## src/rtl/mult_share_arb.sv

```systemverilog
// ============================================================================
// Module   : mult_share_arb
// Brief    : Round-robin arbiter/sequencer sharing one sequential multiplier
//            among NREQ requesters. Optional watchdog: MULT_ARB_TIMEOUT_EN.
// Revision : 1.0 - initial release
// ============================================================================
`default_nettype none

module mult_share_arb #(
    parameter int NREQ    = 4,
    parameter int WIDTH   = 8,
    parameter int TIMEOUT = 64
) (
    input  logic                    clk,
    input  logic                    reset,
    input  logic [NREQ-1:0]         req,
    input  logic [NREQ*WIDTH-1:0]   a_flat,
    input  logic [NREQ*WIDTH-1:0]   b_flat,
    output logic [NREQ-1:0]         gnt,
    output logic [NREQ-1:0]         done,
    output logic [2*WIDTH-1:0]      product,
    output logic                    mul_start,
    output logic [WIDTH-1:0]        mul_a,
    output logic [WIDTH-1:0]        mul_b,
    input  logic                    mul_ready,
    input  logic [2*WIDTH-1:0]      mul_product
`ifdef MULT_ARB_TIMEOUT_EN
    ,
    output logic                    err
`endif
);

    localparam int IDXW = $clog2(NREQ);
    localparam int SW   = IDXW + 1;

    typedef enum logic [2:0] {
        S_IDLE      = 3'd0,
        S_ISSUE     = 3'd1,
        S_WAIT_BUSY = 3'd2,
        S_WAIT_DONE = 3'd3,
        S_RESULT    = 3'd4
    } state_t;

    state_t              r_state;
    state_t              w_state_nxt;

    logic [IDXW-1:0]     r_idx;
    logic [IDXW-1:0]     r_rr_ptr;
    logic [NREQ-1:0]     r_gnt;
    logic [NREQ-1:0]     r_done;
    logic [2*WIDTH-1:0]  r_product;
    logic                r_mul_start;
    logic [WIDTH-1:0]    r_mul_a;
    logic [WIDTH-1:0]    r_mul_b;

    logic [NREQ-1:0]     w_gnt_nxt;
    logic [NREQ-1:0]     w_done_nxt;
    logic                w_start_nxt;
    logic                w_load;
    logic                w_capture;
    logic                w_timeout;

    logic                w_found;
    logic [IDXW-1:0]     w_win;
    logic [SW-1:0]       w_sum;

    // Search upward from rr_ptr+1 with wrap; the last slot visited is rr_ptr itself.
    always_comb begin
        w_found = 1'b0;
        w_win   = '0;
        w_sum   = '0;
        for (int off = 1; off <= NREQ; off++) begin
            w_sum = {1'b0, r_rr_ptr} + SW'(off);
            if (w_sum >= SW'(NREQ)) begin
                w_sum = w_sum - SW'(NREQ);
            end
            if (!w_found && req[w_sum[IDXW-1:0]]) begin
                w_found = 1'b1;
                w_win   = w_sum[IDXW-1:0];
            end
        end
    end

`ifdef MULT_ARB_TIMEOUT_EN
    localparam int CNTW = $clog2(TIMEOUT + 1);

    logic [CNTW-1:0] r_cnt;
    logic            r_err;

    assign w_timeout = ((r_state == S_WAIT_BUSY) || (r_state == S_WAIT_DONE)) &&
                       (r_cnt == CNTW'(TIMEOUT - 1));
`else
    assign w_timeout = 1'b0;
`endif

    always_comb begin
        w_state_nxt = r_state;
        w_gnt_nxt   = '0;
        w_done_nxt  = '0;
        w_start_nxt = 1'b0;
        w_load      = 1'b0;
        w_capture   = 1'b0;
        case (r_state)
            S_IDLE: begin
                if (w_found && mul_ready) begin
                    w_load      = 1'b1;
                    w_state_nxt = S_ISSUE;
                    w_gnt_nxt   = NREQ'(1) << w_win;
                    w_start_nxt = 1'b1;
                end
            end
            S_ISSUE: begin
                w_state_nxt = S_WAIT_BUSY;
            end
            S_WAIT_BUSY: begin
                if (!mul_ready) begin
                    w_state_nxt = S_WAIT_DONE;
                end else if (w_timeout) begin
                    w_state_nxt = S_IDLE;
                end
            end
            S_WAIT_DONE: begin
                if (mul_ready) begin
                    w_state_nxt = S_RESULT;
                    w_capture   = 1'b1;
                    w_done_nxt  = NREQ'(1) << r_idx;
                end else if (w_timeout) begin
                    w_state_nxt = S_IDLE;
                end
            end
            S_RESULT: begin
                w_state_nxt = S_IDLE;
            end
            default: begin
                w_state_nxt = S_IDLE;
            end
        endcase
    end

    always_ff @(posedge clk) begin
        if (reset) begin
            r_state     <= S_IDLE;
            r_idx       <= '0;
            r_rr_ptr    <= IDXW'(NREQ - 1);
            r_gnt       <= '0;
            r_done      <= '0;
            r_product   <= '0;
            r_mul_start <= 1'b0;
            r_mul_a     <= '0;
            r_mul_b     <= '0;
        end else begin
            r_state     <= w_state_nxt;
            r_gnt       <= w_gnt_nxt;
            r_done      <= w_done_nxt;
            r_mul_start <= w_start_nxt;
            if (w_load) begin
                r_mul_a  <= a_flat[w_win*WIDTH +: WIDTH];
                r_mul_b  <= b_flat[w_win*WIDTH +: WIDTH];
                r_idx    <= w_win;
                r_rr_ptr <= w_win;
            end
            if (w_capture) begin
                r_product <= mul_product;
            end
        end
    end

`ifdef MULT_ARB_TIMEOUT_EN
    // Counter restarts whenever the state changes, so each wait state gets its own budget.
    always_ff @(posedge clk) begin
        if (reset) begin
            r_cnt <= '0;
            r_err <= 1'b0;
        end else begin
            r_err <= w_timeout && (w_state_nxt == S_IDLE);
            if (w_state_nxt != r_state) begin
                r_cnt <= '0;
            end else if ((r_state == S_WAIT_BUSY) || (r_state == S_WAIT_DONE)) begin
                r_cnt <= r_cnt + CNTW'(1);
            end
        end
    end

    assign err = r_err;
`endif

    assign gnt       = r_gnt;
    assign done      = r_done;
    assign product   = r_product;
    assign mul_start = r_mul_start;
    assign mul_a     = r_mul_a;
    assign mul_b     = r_mul_b;

endmodule

`default_nettype wire

```

## config.mk

```make
export PLATFORM = sky130hd
export DESIGN_NAME = mult_share_arb
export DESIGN_NICKNAME = d
export VERILOG_FILES = /design/src/rtl/mult_share_arb.sv
export SDC_FILE = /design/constraint.sdc
export NUM_CORES = 1
export LEC_CHECK = 0
export CAP_MARGIN = 20
export CORE_MARGIN = 2
export CORE_UTILIZATION = 42
export CTS_CLUSTER_DIAMETER = 30
export DETAILED_ROUTE_END_ITERATION = 16
export PLACE_DENSITY = 0.85
export SKIP_CTS_REPAIR_TIMING = 1
export SLEW_MARGIN = 10
export SYNTH_ARGS = -nofsm -noshare
export SYNTH_HDL_FRONTEND = slang
export SYNTH_SLANG_ARGS = --single-unit
```

## constraint.sdc

```tcl
create_clock -name clk -period 3.1 [get_ports clk]
set_input_delay 0.31 -clock clk [delete_from_list [all_inputs] [get_ports clk]]
set_output_delay 0.31 -clock clk [all_outputs]
set_load 0.1 [all_outputs]
```

==> Word level (Yosys, flattened, before mapping) <==
Index checks and enable logic that the tools add are counted.
{ "totals": {"reg_bits": 48, "latchBits": 0, "mem_bits_rw": 0, "rom_bits": 0, "inputBits": 87, "out_inout_bits": 41, "elab_cells": 78, "mem_count": 0} }
{ "classes": {"n_addsub": 8, "multipliers": 0, "div_mod_pow": 0, "n_lt_le_gt_ge": 8, "n_eq_ne": 6, "shift": 4, "n_mux": 28, "n_bitwise": 4, "n_reduce_logical": 11} }
{ "op_table": {"columns": ["operator", "count"], "rows": [
  ["32-bit by 6-bit variable part select with 8-bit output", 2],
  ["2-bit two-way mux", 8],
  ["3-bit greater-or-equal comparator (second input constant)", 4],
  ["2-bit by 3-bit < comparator with 1-bit output (second input constant)", 4],
  ["1-bit two-way mux", 12],
  ["3-bit case mux with 4 select lines", 1],
  ["3-bit two-way mux", 3],
  ["1-bit binary-select mux with 2-bit select", 4],
  ["1-bit by 2-bit << shifter with 4-bit output (first input constant)", 2],
  ["2-bit by 1-bit subtractor with 2-bit output (second input constant)", 4],
  ["2-bit by 2-bit adder with 3-bit output (second input constant)", 2],
  ["3-bit by 2-bit == test with 1-bit output (second input constant)", 2],
  ["2-bit inequality test (second input constant)", 3],
  ["3-bit OR reduction", 2],
  ["1-bit logical AND", 4],
  ["1-bit NOT", 4],
  ["2-bit by 1-bit adder with 3-bit output (second input constant)", 1],
  ["2-bit by 3-bit adder with 3-bit output (second input constant)", 1],
  ["3-bit by 1-bit == test with 1-bit output (second input constant)", 1],
  ["1-bit logical NOT", 3],
  ["3-bit logical NOT", 1],
  ["3-bit AND reduction", 1]
]} }

==> Longest topological paths before layout <==
{ "logic_depth": {"word_depth": 18, "depth_mapped": 7, "mapped_depth_nobuf": 5} }

==> Worst setup path after synthesis <==
OpenSTA, ideal clock, no wires.
{ "synth_timing": {"path_type": "register to register", "start": "reg r_rr_ptr[1]", "end": "reg r_mul_a[4], in the netlist mul_a[4]", "setup_ns": 0.126, "arrival_time_ns": 1.662, "required_time_ns": 2.974, "setup_slack_ns": 1.312, "stages_incl_launch_ff": 8, "path_buffers": 2, "synth_period_minus_slack_ns": 1.788, "path_cell_list": "dfxtp_1 -> mux2_4 -> a22oi_4 -> and2_4 -> buf_12 -> buf_12 -> mux2i_1 -> o211ai_2"} }
{ "synth_via": {"elab_chain_len": 18, "elab_cells_between_ends": 42, "cone_classes": "add/sub: 8; order compare: 4; shift: 1; mux: 22; reduce/logical: 7"} }
{ "synth_lines": {"columns": ["item", "line_no", "text"], "rows": [
  ["from (decl)", "48", "logic [IDXW-1:0] r_rr_ptr;"],
  ["from (signal assigned)", "144", "r_rr_ptr <= IDXW'(NREQ - 1);"],
  ["from (signal assigned)", "160", "r_rr_ptr <= w_win;"],
  ["branches (longest 18 deep; another with 2-bit by 1-bit adder with 3-bit output)", null, null],
  ["to (signal assigned)", "157", "r_mul_a <= a_flat[w_win*WIDTH +: WIDTH];"],
  ["to (decl)", "53", "logic [WIDTH-1:0] r_mul_a;"]
]} }
Parallel ways; which one is timed is not known. The select of a mux whose other input is x is not followed.
A chain may end at the register's enable or synchronous reset.

==> Worst setup path after layout <==
{ "layout_timing": {"start": "in mul_ready", "end": "reg r_mul_b[3], in the netlist mul_b[3]"} }
{ "layout_via": {"elab_chain_len": 3} }
{ "layout_lines": {"columns": ["item", "line_no", "text"], "rows": [
  ["from (decl)", "25", "input logic mul_ready,"],
  ["1-bit logical AND", "105", "if (w_found && mul_ready) begin"],
  ["1-bit two-way mux", "105", null],
  ["1-bit two-way mux", null, null],
  ["to (signal assigned)", "158", "r_mul_b <= b_flat[w_win*WIDTH +: WIDTH];"],
  ["to (decl)", "54", "logic [WIDTH-1:0] r_mul_b;"]
]} }
No other way between the ends.

==> results.yml <==
placed_design:
  io_buffer_count: 127
  final_replace_weighted_congestion: 0.8090
  hpwl_um: 4686
power:
  leakage_uw: 0.001443
  worst_ir_drop_vdd_mv: 0.2239
  post-layout-total-power_uw: 1687
  power.density_cell_area_mw_per_mm2: 456.8
sta:
  final_hold_viol_count: 0
  timing.slew.headroom_pct: 33.20
  whs_ns: 0.4572
  grt_setup_unrepaired: "false"
  final-max-slew-violation-count: 0
  setup-tns-final_ns: 0
  post-route-period-util_pct: 70.41
  max_clock_freq_mhz: 458.1
  setup_viol_count_final: 0
  worst-slew-pin-transition_ns: 0.9989
  clock-skew-final_ns: 0.01130
  finalCriticalPeriod_ns: 2.183
floorplanning:
  io_pins: 128
  initial_core_util_pct: 42.90
  coreArea_mm2: 0.005439
  placementRows: 27
  die_x_um: 78.54
  die-height_um: 78.54
  die-area_mm2: 0.006169
finish:
  insertedDiodeCount: 0
  filler_cell_count: 444
  drive_gt1_share_pct: 10.05
  syn_to_final_growth_pct: 58.28
  nets: 464
  layout.cells.most_common: "clkdlybuf4s50_1"
  mostFrequentLayoutCells: "clkdlybuf4s50_1 (127), nand2_1 (58), dfxtp_1 (48)"
global_routing:
  global_route_wire_length_before_repair_um: 9425
  first_global_vias: 2091
  grt_start_max_net_pins: 28
  grt_overflow: 0
  grtUsageTotal_pct: 19.29
  antenna_violations_before_repair: 0
critical_path:
  critical_path_depth: 6
  worst_r2r_startpoint: "r_state[1]"
  crit-reg2reg-capture: "mul_b[3]"
  critical_path.max_stage_delay_ns: 0.52
  critical_path_buf_inv_count: 1
  worst_setup_path_startpoint: "mul_ready"
  critPathArrivalTime_ns: 2.40
  worst_setup_slack_for_register_to_register_paths_ns: 1.07
  timing.setup.critical_path_class: "primary input to flop"
  critical_path.endpoint_type: "flop"
  worst_path_max_delay_cell: "a21boi_4"
  worst_r2r_path_depth: 5
  crit_path_end: "mul_b[3]"
  critical_path.startpoint_type: "primary input"
  path_delay_family: "compound AO/OA/AOI/OAI gates"
  crit_required_ns: 3.32
  worst-path-max-fanout: 14
  crit_path_cell_trace: "clkdlybuf4s50_1 -> nor3b_1 -> and3_1 -> a21boi_4 -> o21ai_0 -> o211ai_1"
routing:
  drt_first_pass_iters: 4
  routedWlPerCell_um: 13.44
  postRouteWirelength_um: 6046
  detailroute.via_count: 2259
  detailedRoute.firstIterationViolations: 47
  drtAntennaViolNets: 0
  vias_per_cell: 5.020
  detail_route.drc_violations: 0
synth:
  synthDistinctLibCells: 41
  synth_warnings: 0
  syn_area_mm2: 0.002333
  portion_of_the_post_synthesis_area_used_by_sequential_elements_pct: 41.18
  postSynthAreaPerCell_um2: 9.115
  synth_fp_nets: 343
  post_synth_inst_count: 256
  synth_register_bits: 48
worst_hold_path:
  hold_start: "product[15]"
  worst_hold_path_type: "flop to flop"
cts:
  clock_tree.htree_level_count: 2
  clock_tree_from_tritoncts: "built"
  tritoncts.num_buffers: 5
  max-clock-path-buffers: 2
  cts_root_buf: "clkbuf_8"
  clk_pin_slew_ns: 0.08
  worst_skew_pair.late_latency_ns: 0.30
  numClockSinks: 48
run:
  max-cap-violations: 0
outcome:
  outcome: "finished clean"
[flip-flops by register name, summed over array words and instances, names as in the netlist]
| signal | cells |
|---|---|
| product | 16 |
| mul_a | 8 |
| mul_b | 8 |
| done | 4 |
| gnt | 4 |
| r_state | 3 |
| r_idx | 2 |
| r_rr_ptr | 2 |
| mul_start | 1 |
[synthesized netlist by cell type, drive strengths merged]
| cell | number | share of area (%) |
|---|---|---|
| o211a | 1 | 0.43 |
| and2b | 2 | 0.70 |
| nor4 | 1 | 0.27 |
| a22oi | 2 | 1.2 |
| a21oi | 17 | 3.6 |
| nand3 | 1 | 0.21 |
| mux2i | 16 | 6.9 |
| nand2b | 2 | 0.54 |
| or4 | 1 | 0.48 |
| o2111ai | 3 | 1.1 |
| nand3b | 3 | 0.97 |
| buf | 9 | 4.3 |
| clkbuf | 8 | 1.3 |
| a21boi | 16 | 5.6 |
| o21a | 1 | 0.32 |
| and2 | 2 | 0.64 |
| mux2 | 1 | 0.64 |
| and3 | 15 | 4.0 |
| nand2 | 59 | 9.8 |
| o21ai | 14 | 4.6 |
| or2b | 1 | 0.32 |
| nor3b | 1 | 0.32 |
| o21bai | 1 | 0.48 |
| inv | 3 | 0.48 |
| o211ai | 16 | 6.6 |
| nor2 | 10 | 1.6 |
| dfxtp | 48 | 41 |
| a31oi | 2 | 1.2 |
[routing by layer]
metal | routed length, µm | vias to the layer above | share of wire (%) | global-route usage, %
li1 | - | 1138 | - | -
met1 | 2477 | 996 | 41 | 20.63
met2 | 2775 | 114 | 46 | 33.16
met3 | 701 | 11 | 12 | 7.931
met4 | 92 | 0 | 1.5 | 8.596
met5 | 0 | - | 0 | 0
[worst min-delay path by stage]
stage / to / slack, ns / cells after the start
CTS: product[13] / 0.46 / 2
global placement: product[1] / 0.44 / 2
detailed placement: product[4] / 0.45 / 2
finish: product[15] / 0.46 / 2
global route: product[1] / 0.48 / 2
floorplan: done[1] / 0.43 / 1
[through the flow]
stage | setup slack [ns] | area (µm²) | utilization (%) | std cells
CTS | 0.9098 | 3694 | 67.91 | 450
detailed placement | 0.6077 | 3600 | 66.18 | 442
finish | 0.9172 | 3694 | 67.91 | 450
global route | 0.7035 | 3694 | 67.91 | 450
floorplan | 1.312 | 2333 | - | 256
global placement | 0.6622 | 3600 | 66.18 | 442
[power breakdown]
group,internal [µW],switching (µW),leakage (µW)
Clock,181,205,0.0000445
Sequential,656,26.3,0.000390
Combinational,233,385,0.00101
[worst register-to-register path, cell delays in order (launching register included)]
cell and delay [ns]:
dfxtp_1 0.34, nor3b_1 0.35, and3_1 0.43, a21boi_4 0.52
o21ai_0 0.19, o211ai_1 0.13
[cell families after synthesis]
kind of cell | synth area share (%)
buffers and inverters | 6.112
DFF | 41.18
muxes | 7.506
AOI/OAI and AO/OA | 25.31
and+or+nand+nor | 19.89
[area by class of cell]
class                           count  area [µm²]  area share (%)
Timing Repair Buffer              131        1301           35.23
Sequential cell                    48       960.9           26.02
Multi-Input combinational cell    188        1236           33.47
Inverter                            3       11.26          0.3049
Tap cell                           72       90.09           2.439
Clock inverter                      1       7.507          0.2033
Clock buffer                        7       86.33           2.337
(Power assumes the default switching activity.)
